**src/rtl/norm_shifter.sv**
```systemverilog
// Leading-zero normalizer: shifts an operand left until its MSB is set and reports the shift count.
// Optional nibble fast path enabled by defining NORM_NIBBLE_EN.
module norm_shifter #(
  parameter int unsigned DATA_W = 32,
  localparam int unsigned CNT_W = $clog2(DATA_W) + 1
) (
  input  logic              clk,
  input  logic              rst,
  input  logic              in_valid,
  input  logic [DATA_W-1:0] data,
  output logic              in_ready,
  output logic              out_valid,
  input  logic              out_ready,
  output logic [DATA_W-1:0] norm_result,
  output logic [CNT_W-1:0]  lz_count,
  output logic              zero
);

  localparam logic [1:0] IDLE  = 2'd0;
  localparam logic [1:0] SHIFT = 2'd1;
  localparam logic [1:0] DONE  = 2'd2;

  logic [1:0]        state, state_nx;
  logic [DATA_W-1:0] work, work_nx;
  logic [CNT_W-1:0]  cnt, cnt_nx;
  logic              zf, zf_nx;

  // Next-state and working-register update
  always_comb begin
    state_nx = state;
    work_nx  = work;
    cnt_nx   = cnt;
    zf_nx    = zf;
    case (state)
      IDLE: begin
        if (in_valid && in_ready) begin
          work_nx = data;
          cnt_nx  = '0;
          zf_nx   = 1'b0;
          if (data == '0) begin
            zf_nx    = 1'b1;
            cnt_nx   = CNT_W'(DATA_W);
            state_nx = DONE;
          end else if (data[DATA_W-1]) begin
            state_nx = DONE;
          end else begin
            state_nx = SHIFT;
          end
        end
      end
      SHIFT: begin
`ifdef NORM_NIBBLE_EN
        if (work[DATA_W-1 -: 4] == 4'd0) begin
          work_nx = work << 4;
          cnt_nx  = cnt + CNT_W'(4);
          if (work[DATA_W-5]) state_nx = DONE;
        end else
`endif
        begin
          work_nx = work << 1;
          cnt_nx  = cnt + CNT_W'(1);
          if (work[DATA_W-2]) state_nx = DONE;
        end
      end
      DONE: begin
        if (out_valid && out_ready) state_nx = IDLE;
      end
      default: state_nx = IDLE;
    endcase
  end

  // State and registered outputs; results latch once on entry to DONE and hold until handshake
  always_ff @(posedge clk) begin
    if (rst) begin
      state       <= IDLE;
      work        <= '0;
      cnt         <= '0;
      zf          <= 1'b0;
      in_ready    <= 1'b0;
      out_valid   <= 1'b0;
      norm_result <= '0;
      lz_count    <= '0;
      zero        <= 1'b0;
    end else begin
      state     <= state_nx;
      work      <= work_nx;
      cnt       <= cnt_nx;
      zf        <= zf_nx;
      in_ready  <= (state_nx == IDLE);
      out_valid <= (state == DONE) && (state_nx == DONE);
      if ((state == DONE) && !out_valid) begin
        norm_result <= work;
        lz_count    <= cnt;
        zero        <= zf;
      end
    end
  end

endmodule
```
**config.mk**
```make
export PLATFORM = sky130hd
export DESIGN_NAME = norm_shifter
export DESIGN_NICKNAME = d
export VERILOG_FILES = /design/src/rtl/norm_shifter.sv
export SDC_FILE = /design/constraint.sdc
export NUM_CORES = 1
export LEC_CHECK = 0
export BUFFER_PORTS_ARGS = -buffer_cell sky130_fd_sc_hd__buf_2
export CAP_MARGIN = 0
export CORE_MARGIN = 8
export CORE_UTILIZATION = 40
export CTS_CLUSTER_SIZE = 16
export DETAILED_ROUTE_END_ITERATION = 7
export SLEW_MARGIN = 20
export SYNTH_ARGS = -nofsm -noshare
export SYNTH_HDL_FRONTEND = slang
export SYNTH_SLANG_ARGS = --single-unit
export TNS_END_PERCENT = 50
```
**constraint.sdc**
```tcl
create_clock -name clk -period 3.15 [get_ports clk]
set_input_delay 0.4725 -clock clk [delete_from_list [all_inputs] [get_ports clk]]
set_output_delay 0.4725 -clock clk [all_outputs]
set_load 0.02 [all_outputs]
```
==> results.cfg <==
[synth]
ys_seq_elements = 82
synth_cells = 416
ys_types = 32
synth.area.top_cells = dfxtp_1 50%, nand2_1 17%, a311oi_1 8.0%, a21oi_1 7.0%, nor2_1 4.1%
synth_top_area_frac = 0.501
synth_compound_area_frac = 0.168
syn-cell-area_um2 = 3280
ys_seq_area_frac = 0.501
synth_top_area_cell = dfxtp_1
synth_area_per_cell_um2 = 7.88
synth-simple-area-share = 0.273
synth_top_family_by_area = simple AND/OR/NAND/NOR gates
synth_adder_area_share = 0.00382
syn_nets = 453
synthMuxAreaShare = 0.00344
yosys_warnings = 0
synth-xor-area-share = 0.00802

[cts]
clockBufferDepth = 2
htreeDepth = 3
holdBufCountCts = 0
clkLatencyLatePin_ps = 350
root_buffer = clkbuf_8
ctsResizeCount = 0
clkSinkCount = 82
numCtsBuffers = 9
clk_pin_slew_ps = 80
cts_tree = built
postCtsSetupBuffers = 0

[global_routing]
grt_pass1_vias = 3041
gr-total-overflow = 0
grt_pass1_wl_mm = 14.0
antenna_found_initial = 0
grtUsageTotal = 0.150
grt_max_degree = 49

[route]
wl_per_cell_um = 14.3
route.detailed.drc = 0
viasPerCell = 5.13
dr.pass1.iters = 4
dr_total_vias = 3009
drt-initial-drc-count = 211
postRouteAntennaNets = 0
routed_wl_mm = 8.40

[cells_and_area]
area_growth_pct = 19.7
final_area_um2 = 3930
drive_gt1_frac = 0.225
multiInputGateArea_um2 = 1520
seq_area_um2 = 1640
fillers = 846
diodes = 0
nets = 513

[floorplanning]
dieArea_um2 = 11300
die-height_um = 107
initial_utilization = 0.405
rows = 33
die_x_um = 107
ios = 77
placeableCoreArea_um2 = 8090

[power]
power_density_nw_per_um2 = 546
cellLeakagePower_nw = 1.54
clkPwrFrac = 0.365
power_mw = 2.14
comb_power_share = 0.107
netSwitchingFraction = 0.262
irDropWorstVdd_uv = 250
intPower_mw = 1.58
power_frac_seq = 0.528
p_sw_uw = 563

[hold_path]
worstHoldPathType = in2reg

[sta]
relSlewSlack = 0.482
skew_ps = 10.0
fmax_ghz = 0.526
setup_viol = 0
tightestPinTransition_ps = 777
fin_setup_tns_ps = 0
rsz0062_at_grt = no
hold_violations = 0
period_share = 0.604
min_period_ps = 1900
finalMaxSlewViolations = 0

[setup_path]
cp-start-kind = register
cp_max_fo = 37
critPathArrivalTime_ps = 2160
cp-end-kind = register
cp_data_required_time_ps = 3400
crit_type = reg2reg

[place]
post_dp_cell_area_um2 = 3720
hpwl_mm = 5.60
routabilityCongestion = 0.750
io_buffers = 76

[status]
outcome = finished clean

[job]
maxCapViolCount = 0
==> sequential cells by signal (all words and copies together) (netlist names) <==
register	count
in_ready	1
norm_result	32
work	32
out_valid	1
state	2
zf	1
cnt	6
zero	1
lz_count	6
==> worst max-delay path, cell delays in order, from the launching register on <==
cell and delay (ps):
dfxtp_1 450, nand2b_2 620, buf_4 400, nor2_1 70, a311oi_1 250
==> through the flow <==
step                      setup WS (ps)   util  std cells  hold WS (ps)
after global routing                997  0.485        586           379
after floorplan                    1510      -        416           432
after global placement             1280  0.460        570           441
after CTS                          1240  0.485        586           372
final                              1250  0.485        586           379
after detailed placement           1230  0.460        570           444
==> cell type report <==
cell class | instances | area share
multi-input cells | 301 | 0.388
repair buffers | 82 | 0.108
clock buffers | 12 | 0.0395
flip-flops and latches | 82 | 0.418
clock inverters | 4 | 0.0128
well taps | 105 | 0.0335
==> power by group through the flow <==
stage / clock [mW] / combinational [mW] / sequential (mW)
CTS: 0.801 / 0.232 / 1.13
finish: 0.782 / 0.229 / 1.13
floorplan: 0 / 0.151 / 1.15
global route: 0.847 / 0.259 / 1.14
global placement: 0 / 0.226 / 1.16
detailed placement: 0 / 0.230 / 1.16
==> cells in the mapped netlist <==
library cell    n
nor4bb_1        1
ha_1            1
or2_2           1
a311oi_1       30
o21ai_0         1
a21oi_1        46
buf_1           6
nand2_1       147
dfxtp_1        82
a221oi_2        1
clkbuf_1       14
a21o_2          1
nand2b_1        3
nor2_1         36
mux2_2          1
or4_4           1
o221ai_1        1
a21o_1          1
nor4_1          6
nor3_1          6
and3_1          1
nand3_1         2
nand4_1         3
nor4_2          2
o22ai_1         1
buf_2          13
nand4bb_1       1
nand4b_1        1
a211oi_1        1
nand3b_1        1
nor2b_1         1
xor2_1          3
==> cells by family (layout without fill, tap and decap cells) <==
logic type                 Yosys count  count (layout)
and+or+nand+nor                    213             213
AOI/OAI and AO/OA                   83              83
DFF                                 82              82
buffers and inverters               33              98
xor gates and xnor gates             3               3
adders and majority gates            1               1
muxes                                1               1
==> final timing paths <==
path / from / end / slack, ps / depth (start not counted)
min: data[0] / work[0] / 380 / 3
min reg2reg: norm_result[14] / norm_result[14] / 450 / 2
max reg2reg: state[1] / work[20] / 1250 / 4
max: state[1] / work[20] / 1250 / 4
==> per-layer routing <==
metal | vias up | routed length, um | track usage
li1 | 1541 | - | -
met1 | 1380 | 3930 | 0.180
met2 | 84 | 3770 | 0.243
met3 | 4 | 662 | 0.0508
met4 | 0 | 43 | 0.0553
met5 | - | 0 | 0
==> layout by cell type, fill, tap and decap left out, types with 2 or more instances in the layout <==
master	count
a21oi_1	46
a311oi_1	30
buf_2	76
buf_4	6
clkbuf_8	11
clkinvlp_4	2
dfxtp_1	82
nand2_1	147
nand2b_1	2
nand3_1	2
nand4_1	3
nor2_1	35
nor3_1	6
nor4_1	6
nor4_2	2
xor2_1	3
No activity file was read; power rests on OpenSTA's default activity.
